<file path="src/rtl/icache.sv">
// -----------------------------------------------------------------------------
// icache -- direct-mapped, read-only instruction cache with one-word frames.
//
// It sits between the fetch stage and the memory arbiter. A lookup hit answers
// combinationally in the same cycle. A miss latches the fetch address and then
// runs a blocking single-word refill through the iREN/iwait handshake. Hit and
// miss counters are kept for performance runs.
//
// Parameters
//   SETS        number of one-word frames (power of two, 2..256)
//
// Ports
//   CLK         system clock, rising edge
//   RST         asynchronous active-high reset
//   imemREN     fetch request from the datapath
//   imemaddr    fetch byte address (bits [1:0] ignored)
//   ihit        fetch satisfied this cycle
//   imemload    instruction word, 0 when ihit is low
//   iREN        memory read request (high only while refilling)
//   iaddr       word-aligned memory address, 0 when idle
//   iwait       memory busy, read data not valid yet
//   iload       memory read data
//   hit_count   completed hits, wraps modulo 2^32
//   miss_count  refills started, wraps modulo 2^32
// -----------------------------------------------------------------------------
module icache #(
    parameter int SETS = 16
) (
    input  logic        CLK,
    input  logic        RST,
    input  logic        imemREN,
    input  logic [31:0] imemaddr,
    output logic        ihit,
    output logic [31:0] imemload,
    output logic        iREN,
    output logic [31:0] iaddr,
    input  logic        iwait,
    input  logic [31:0] iload,
    output logic [31:0] hit_count,
    output logic [31:0] miss_count
);

    localparam int IDX   = $clog2(SETS);
    localparam int TAG_W = 30 - IDX;

    localparam logic [0:0] IDLE  = 1'b0;
    localparam logic [0:0] FETCH = 1'b1;

    // Control state (reset)
    logic [0:0]      state_q,      state_d;
    logic [29:0]     fetch_addr_q, fetch_addr_d;   // word address of the refill
    logic [31:0]     hit_cnt_q,    hit_cnt_d;
    logic [31:0]     miss_cnt_q,   miss_cnt_d;
    logic [SETS-1:0] valid_q;

    // Frame contents (no reset; only meaningful behind a valid bit)
    logic [TAG_W-1:0] tag_q  [SETS];
    logic [31:0]      data_q [SETS];

    // Lookup on the live fetch address
    logic [IDX-1:0]   look_idx;
    logic [TAG_W-1:0] look_tag;
    logic             look_match;
    logic             miss_start;

    // Refill target, always taken from the latched address
    logic [IDX-1:0]   fill_idx;
    logic [TAG_W-1:0] fill_tag;
    logic             fill;

    // Byte-offset bits are architecturally ignored.
    logic unused_byte_offset;
    assign unused_byte_offset = ^imemaddr[1:0];

    assign look_idx   = imemaddr[IDX+1:2];
    assign look_tag   = imemaddr[31:IDX+2];
    assign look_match = valid_q[look_idx] && (tag_q[look_idx] == look_tag);

    assign fill_idx   = fetch_addr_q[IDX-1:0];
    assign fill_tag   = fetch_addr_q[29:IDX];

    // Hits are only answered from IDLE; the refilled word is not forwarded
    // during FETCH, so the requester sees it one cycle after the fill edge.
    assign ihit       = (state_q == IDLE) && imemREN && look_match;
    assign miss_start = (state_q == IDLE) && imemREN && !look_match;
    assign fill       = (state_q == FETCH) && !iwait;

    assign imemload   = ihit ? data_q[look_idx] : 32'h0;
    assign iREN       = (state_q == FETCH);
    assign iaddr      = (state_q == FETCH) ? {fetch_addr_q, 2'b00} : 32'h0;

    assign hit_count  = hit_cnt_q;
    assign miss_count = miss_cnt_q;

    always_comb begin
        state_d      = state_q;
        fetch_addr_d = fetch_addr_q;
        hit_cnt_d    = hit_cnt_q;
        miss_cnt_d   = miss_cnt_q;

        if (ihit) begin
            hit_cnt_d = hit_cnt_q + 32'd1;
        end

        case (state_q)
            IDLE: begin
                if (miss_start) begin
                    state_d      = FETCH;
                    fetch_addr_d = imemaddr[31:2];
                    miss_cnt_d   = miss_cnt_q + 32'd1;
                end
            end
            FETCH: begin
                // The refill finishes even if the request was withdrawn or
                // redirected; the new address is looked up back in IDLE.
                if (!iwait) begin
                    state_d = IDLE;
                end
            end
            default: begin
                state_d = IDLE;
            end
        endcase
    end

    // Reset mid-refill returns to IDLE asynchronously, which also drops iREN
    // and suppresses the fill on the following edge.
    always_ff @(posedge CLK or posedge RST) begin
        if (RST) begin
            state_q      <= IDLE;
            fetch_addr_q <= '0;
            hit_cnt_q    <= '0;
            miss_cnt_q   <= '0;
            valid_q      <= '0;
        end else begin
            state_q      <= state_d;
            fetch_addr_q <= fetch_addr_d;
            hit_cnt_q    <= hit_cnt_d;
            miss_cnt_q   <= miss_cnt_d;
            if (fill) begin
                valid_q[fill_idx] <= 1'b1;
            end
        end
    end

    always_ff @(posedge CLK) begin
        if (fill) begin
            tag_q[fill_idx]  <= fill_tag;
            data_q[fill_idx] <= iload;
        end
    end

endmodule

</file>
<file path="config.mk">
export PLATFORM = sky130hd
export DESIGN_NAME = icache
export DESIGN_NICKNAME = d
export VERILOG_FILES = /design/src/rtl/icache.sv
export SDC_FILE = /design/constraint.sdc
export NUM_CORES = 1
export LEC_CHECK = 0
export CORE_MARGIN = 2
export CORE_UTILIZATION = 40
export DETAILED_ROUTE_END_ITERATION = 12
export GPL_ROUTABILITY_DRIVEN = 1
export SLEW_MARGIN = 20
export SYNTH_ARGS = -nofsm -noshare
export SYNTH_HDL_FRONTEND = slang
export SYNTH_SLANG_ARGS = --single-unit
export TNS_END_PERCENT = 30
</file>
<file path="constraint.sdc">
create_clock -name CLK -period 5.8 [get_ports CLK]
set_input_delay 1.16 -clock CLK [delete_from_list [all_inputs] [get_ports CLK]]
set_output_delay 1.16 -clock CLK [all_outputs]
set_load 0.01 [all_outputs]
</file>
==> results of run 1 <==
where the power goes:
part           switching (mW)  leakage (nW)  internal (mW)
registers               0.272          9.80           8.58
clock network            2.87          1.77           4.11
logic                   0.683          4.97          0.598
per-layer routing:
layer  GRT usage, %  share of wire (%)
met5              0              0.078
met4          4.796                2.2
met3          3.750                6.5
met2          30.52                 48
met1          27.02                 43
layout make-up:
type	count	area, um^2	area share, %
clock buffers	139	2889	5.891
well taps	1368	1712	3.490
repair buffers	297	3166	6.455
clock inverters	61	740.7	1.510
flip-flops and latches	1039	30650	62.49
multi-input cells	836	9826	20.04
inverters	15	63.81	0.1301
metrics by stage:
stage / cell area (um^2) / setup TNS, ps / hold WS [ps] / instances / total power, mW
floorplan: 40840 / -12160 / 433.4 / 1989 / 9.619
global placement: 45150 / -5821 / 446.0 / 3547 / 10.23
detailed placement: 45180 / -5142 / 452.5 / 3548 / 10.28
CTS: 48900 / 0 / 466.3 / 3752 / 17.25
global route: 49040 / -18.61 / 483.6 / 3755 / 17.68
finish: 49040 / 0 / 462.6 / 3755 / 17.10
worst max-delay path by stage:
stage,slack [ps],start,depth (start not counted),end
after floorplan,-120,iwait,4,valid_q[2]
after global placement,-220,imemaddr[3],12,imemload[29]
after detailed placement,-210,imemaddr[3],12,imemload[24]
after CTS,7,imemaddr[3],13,imemload[24]
after global routing,-6,imemaddr[2],14,imemload[11]
final,70,imemaddr[5],12,imemload[26]
layout by cell type (no fill, tap or decap), drive strengths merged, types with 2 or more instances in the layout:
cell type,count
nor3,19
xnor2,69
bufinv,13
nand2,121
clkinv,44
xor2,34
o22ai,9
nor2,38
o21ai,7
and2,31
conb,2
mux2,5
mux2i,55
or3,2
buf,106
nand4b,6
nand4,17
and3,18
inv,16
nand2b,7
o31ai,3
edfxtp,928
dlymetal6s2s,12
a211oi,5
or2,21
mux4,265
a21oi,6
clkdlybuf4s50,177
or4,2
dfrtp,111
ha,2
nand3,26
clkinvlp,3
nor4,16
nor3b,2
clkbuf,141
nor2b,36
sequential cells by signal, indices dropped and copies added (netlist names):
| signal | flops |
|---|---|
| data_q | 512 |
| fetch_addr_q | 30 |
| hit_count | 32 |
| iREN | 1 |
| miss_count | 32 |
| tag_q | 416 |
| valid_q | 16 |
kinds of logic (layout without fill, tap and decap cells):
group                    count (synthesis)  after routing
flip-flops                            1039           1039
AND/OR/NAND/NOR                        364            364
multiplexers                           325            325
buffers and inverters                  114            512
XOR/XNOR                               103            103
AO/OA/AOI/OAI                           40             40
adder cells (fa/ha/maj)                  2              2
other                                    1              2
timing repair:
action / CTS / global route
setup buffers: 4 / 1
hold buffers: 0 / 0
gates cloned: 0 / 2
pin swaps: 1 / 3
setup endpoints to repair: 33 / 33
gates resized for setup: 13 / 23
==> results.toml, run 1 <==
[worst_setup_path]
worst-path-max-fanout = 21
critPathKind = "input pin to primary output"
cp_top_family = "simple AND/OR/NAND/NOR gates"
regToRegSetupSlack_ps = 2100
max_stage_delay_ps = 540
required_ps = 4640
timing.critical_path.from_type = "input pin"
worst_path_max_delay_cell = "sky130_fd_sc_hd__clkdlybuf4s50_1"
critical_path.n_buffers_inverters = 4
crit_path_end_kind = "primary output"
regToRegEndpoint = "hit_count[24]"
cp_data_arrival_time_ps = 4570
worstPathCellList = "buf_4, nand2b_1, or3_1, nor3_1, a2111oi_0, or2_2, nor4_2, nand4b_1, buf_12, buf_12, nor2b_1, clkdlybuf4s50_1"
crit-reg2reg-launch = "tag_q[14][22]"
cpMostUsedCell = "sky130_fd_sc_hd__buf_12"
worstRegToRegCells = 11

[floorplanning]
die_y_um = 323.5
fp.coreArea_mm2 = 0.1014
die_area_mm2 = 0.1046
initial_utilization_pct = 40.24
row_count = 117
top_level_ports = 198
fp.dieW_um = 323.5

[synthesis]
ys_top_cells_by_area = "sky130_fd_sc_hd__edfxtp_1, sky130_fd_sc_hd__mux4_2, sky130_fd_sc_hd__dfrtp_1"
ys_async_rst_share_pct = 10.68
synth_flop_cell = "sky130_fd_sc_hd__edfxtp_1"
synth_simple_gate_area_share_pct = 4.573
synth-seq-cells = 1039
synth_largest_type_area_fraction_pct = 68.26
post_synth_instance_area_mm2 = 0.04082
syn_area_per_cell_um2 = 20.53
synth_compound_area_share_pct = 0.6651
synthMostInstantiatedCell = "sky130_fd_sc_hd__edfxtp_1"
ys_seq_area_share_pct = 75.07
synth.cells.most_frequent = "sky130_fd_sc_hd__edfxtp_1, sky130_fd_sc_hd__mux4_2, sky130_fd_sc_hd__nand2_1, sky130_fd_sc_hd__dfrtp_1, sky130_fd_sc_hd__xnor2_1"
netlist.top_cell.by_area = "sky130_fd_sc_hd__edfxtp_1"
synth-xor-area-share_pct = 2.210
synth.yosys.warnings = 0
count_of_distinct_cell_types_in_the_synthesized_netlist = 50
synth_top_family_by_area = "multiplexers"
post_synth_inst_count = 1988
synth-edff-count = 928
post_synth_fa_ha_maj_area_fraction_pct = 0.06130
synth.mux.area_fraction_pct = 16.11

[cts]
htree_num_levels = 3
root_buffer = "sky130_fd_sc_hd__clkbuf_16"
clock_sink_count = 1039
cts-root-to-sink-buffers = 3
cts_tree = "done"
clock_insertion_delay_worst_skew_ps = 710
cts_made_buffers = 107
path_clk_slew_ps = 60

[power]
irDropWorstVdd_mv = 0.2430
power_leakage_nw = 16.53
powerDensity_mw_per_mm2 = 348.7

[min_path]
worst_hold_path_type = "register to register"
min_delay_path_depth = 1
holdPathEnd = "valid_q[13]"
hp-start = "valid_q[13]"

[timing]
finalCriticalPeriod_ps = 5734
final.period_utilization_pct = 98.86
worst-slew-pin-transition_ps = 1159
final.setup_skew_ps = 56.94
slew_violations = 0
max-slew-margin-rel_pct = 22.74
hold_viol_final = 0
postLayoutSetupSlackWorst_ps = 66.33
final-setup-viol-count = 0
max_clock_freq_ghz = 0.1744

[run_status]
status = "complete, no violations"

[layout]
antenna-diode-count = 0
area.growth.synth_to_final_pct = 20.14
fillCellCount = 8234
layout-drive-gt1-share_pct = 24.88
finish.utilization_pct = 48.34
net_total_in_the_final_layout = 2366

[global_route]
grt_start_max_net_pins = 77
antenna_violations_before_repair = 9
globalRouteOverflowTotal = 0
grt.total_usage_pct = 19.09
grt_first_pass_wirelength_um = 144400
first_global_vias = 21057

[placed_design]
globalplace.congestion = 0.8200
detailedPlace.worstSlack_ps = -205.6
detailedPlacementHpwl_um = 54920
buffer_ports.inserted = 193

[routing]
drc_errors = 0
drtAntennaViolNets = 0
drt-pass1-iter-count = 7
post_drt_wl_per_cell_um = 26.42
detailroute.via_count = 20468
detail_route.vias_per_cell = 5.451
drt_first_iter_violations = 1890
wl_um = 99220

[flow_run]
max_capacitance_violation_count = 0
No activity file was read; power rests on OpenSTA's default activity.
==> inputs of run 2 (changes only) <==
--- a/config.mk
+++ b/config.mk
@@ -5,6 +5,8 @@
 export SDC_FILE = /design/constraint.sdc
 export NUM_CORES = 1
 export LEC_CHECK = 0
+export ABC_AREA = 1
+export CORE_ASPECT_RATIO = 1.75
 export CORE_MARGIN = 2
 export CORE_UTILIZATION = 40
 export DETAILED_ROUTE_END_ITERATION = 12
==> run 2 against run 1 <==
Cell count up 50%. Sequential share of layout area fell by 2.3 points. Core utilization fell by 1.6 points. Global-route usage up 2.8 points. Via count is 49% higher. Synthesized area rose by 7.7%. Critical path depth increased by 6. Critical endpoint unchanged. Largest power group unchanged.
==> results.toml, run 2 <==
[synthesis]
synthMostInstantiatedCell = "sky130_fd_sc_hd__nand2_1"
synth_largest_type_area_fraction_pct = 63.39
count_of_distinct_cell_types_in_the_synthesized_netlist = 38
post_synth_instance_area_mm2 = 0.04396
syn_area_per_cell_um2 = 11.13
synth.yosys.warnings = 0
post_synth_inst_count = 3949
post_synth_fa_ha_maj_area_fraction_pct = 0.05692
ys_top_cells_by_area = "sky130_fd_sc_hd__edfxtp_1, sky130_fd_sc_hd__nand2_1, sky130_fd_sc_hd__dfrtp_1"
synth.cells.most_frequent = "sky130_fd_sc_hd__nand2_1, sky130_fd_sc_hd__edfxtp_1, sky130_fd_sc_hd__nand3_1, sky130_fd_sc_hd__inv_1, sky130_fd_sc_hd__a21oi_1"
netlist.top_cell.by_area = "sky130_fd_sc_hd__edfxtp_1"
synth_simple_gate_area_share_pct = 17.01
synth-xor-area-share_pct = 1.175
synth.mux.area_fraction_pct = 0
ys_seq_area_share_pct = 69.71
ys_async_rst_share_pct = 10.68
synth-seq-cells = 1039
synth_top_family_by_area = "simple AND/OR/NAND/NOR gates"
synth-edff-count = 928
synth_flop_cell = "sky130_fd_sc_hd__edfxtp_1"
synth_compound_area_share_pct = 7.315

[cts]
path_clk_slew_ps = 70
htree_num_levels = 3
root_buffer = "sky130_fd_sc_hd__clkbuf_16"
cts_hold_buf = 0
post_cts_setup_buffer_count = 0
cts_made_buffers = 94
clock_sink_count = 1039
post_cts.resized_instances = 0
clock_insertion_delay_worst_skew_ps = 690
cts_tree = "done"
cts-root-to-sink-buffers = 3

[timing]
worst-slew-pin-transition_ps = 1125
final-setup-viol-count = 0
max_clock_freq_ghz = 0.1788
tns_ps = 0
hold_viol_final = 0
max-slew-margin-rel_pct = 25.01
final.setup_skew_ps = 23.43
setup_repair_after_global_routing_missed_its_margin = "false"
finalCriticalPeriod_ps = 5593
final.period_utilization_pct = 96.43
slew_violations = 0

[worst_setup_path]
required_ps = 4640
worst-path-max-fanout = 100
worstPathCellList = "buf_8, buf_16, nand2_1, nand2_1, nand2_1, nand3_1, nand3_1, nand3_1, nand2_1, nor2_1, nand2_1, nor2_1, nand2_1, nor2_4, nand2_4, buf_12, a21oi_2, clkdlybuf4s50_1"
max_stage_delay_ps = 600
critical_path.n_buffers_inverters = 4
critPathKind = "input pin to primary output"
crit_path_end_kind = "primary output"
cp_data_arrival_time_ps = 4430
cpMostUsedCell = "sky130_fd_sc_hd__nand2_1"
worst_path_max_delay_cell = "sky130_fd_sc_hd__clkdlybuf4s50_1"
timing.critical_path.from_type = "input pin"
cp_top_family = "simple AND/OR/NAND/NOR gates"

[layout]
fillCellCount = 9969
final_cell_mix = "sky130_fd_sc_hd__nand2_1, sky130_fd_sc_hd__edfxtp_1, sky130_fd_sc_hd__nand3_1"
finish.utilization_pct = 46.78
layout-drive-gt1-share_pct = 7.090
net_total_in_the_final_layout = 4166
area.growth.synth_to_final_pct = 15.89
largest_registers = "data_q: 512 flops, tag_q: 416 flops"
instances_no_fill = 5634
largest_register_ffs = 512
registers.top_by_ff_count = "data_q"
most_common_cell_after_layout_fill_and_taps_aside = "sky130_fd_sc_hd__nand2_1"

[routing]
detail_route.vias_per_cell = 5.413
drc_errors = 0
drt_first_iter_violations = 2831
drt-pass1-iter-count = 6
drtAntennaViolNets = 0
wl_um = 124200
post_drt_wl_per_cell_um = 22.05
detailroute.via_count = 30498

[floorplanning]
row_count = 160
initial_utilization_pct = 40.37
fp.dieW_um = 254.6
die_area_mm2 = 0.1127
die_y_um = 442.6
fp.coreArea_mm2 = 0.1089
top_level_ports = 198

[power]
irDropWorstVdd_mv = 0.2563
fin_total_pwr_mw = 16.44
power_leakage_nw = 19.29
powerDensity_mw_per_mm2 = 322.7

[global_route]
grt.total_usage_pct = 21.91
first_global_vias = 29588
antenna_violations_before_repair = 4
globalRouteOverflowTotal = 0
grt_first_pass_wirelength_um = 184800
grt_start_max_net_pins = 101

[run_status]
status = "complete, no violations"

[placed_design]
buffer_ports.inserted = 193
globalplace.congestion = 0.8453
detailedPlacementHpwl_um = 69460
dpl.cell_count = 5458

[flow_run]
max_capacitance_violation_count = 0

[min_path]
worst_hold_path_type = "register to register"
## run 2: path summary, 6_finish.rpt
kind                             start             end  slack, ps  depth (start not counted)
max                        imemaddr[2]    imemload[26]        210                         18
min                        valid_q[13]     valid_q[13]        460                          2
max reg2reg                       iREN    tag_q[11][8]       2640                          6
min reg2reg                valid_q[13]     valid_q[13]        460                          2
max in group asynchronous          RST  miss_count[25]       3680                          3
min in group asynchronous          RST  miss_count[17]        990                          2
## run 2: layout make-up
class,count,area (um^2),share of cell area (%)
clock inverters,60,559.3,1.098
clock buffers,115,2535,4.976
flip-flops and latches,1039,30650,60.15
well taps,1458,1824,3.581
inverters,271,1056,2.073
diodes,1,2.502,0.004912
multi-input cells,2406,11390,22.35
repair buffers,284,2938,5.766
## run 2: cells by family after synthesis
kind of cell | Yosys count
adders and majority gates | 2
AOI/OAI and AO/OA | 524
and+or+nand+nor | 1819
other | 1
xor gates and xnor gates | 59
DFF | 1039
buffers and inverters | 505
## run 2: metal layers
metal,vias to the layer above,global-route usage (%),part of all wire (%)
met4,6,7.853,3.0
met1,15280,27.93,40
li1,14004,-,-
met5,-,0,0.028
met3,197,2.979,6.1
met2,1011,37.92,50
## run 2: power by group
part	internal [mW]	switching, mW	leakage [nW]
clock network	3.53	2.79	1.53
logic	0.422	0.906	7.94
registers	8.53	0.263	9.82
## run 2: tightest hold or removal path, stage by stage, from the launching register on
cell,delay [ps]
sky130_fd_sc_hd__dfrtp_1,330
sky130_fd_sc_hd__inv_1,50
sky130_fd_sc_hd__o21ai_0,60
## run 2: stage by stage
step	setup WS, ps	hold WS (ps)	instance area (um^2)
2_1_floorplan	1401	427.6	43960
3_3_place_gp	212.5	436.9	47830
3_5_place_dp	217.2	446.1	47830
4_1_cts	197.0	462.9	50930
5_1_grt	14.55	472.9	50950
6_report	206.9	464.2	50950
==> inputs of run 3 (changes only) <==
--- a/config.mk
+++ b/config.mk
@@ -6,6 +6,7 @@
 export NUM_CORES = 1
 export LEC_CHECK = 0
 export ABC_AREA = 1
+export ABC_CLOCK_PERIOD_IN_PS = 5800
 export CORE_ASPECT_RATIO = 1.75
 export CORE_MARGIN = 2
 export CORE_UTILIZATION = 40
==> results of run 3 <==
Final layout, timing and power as in run 2 (identical DEF).
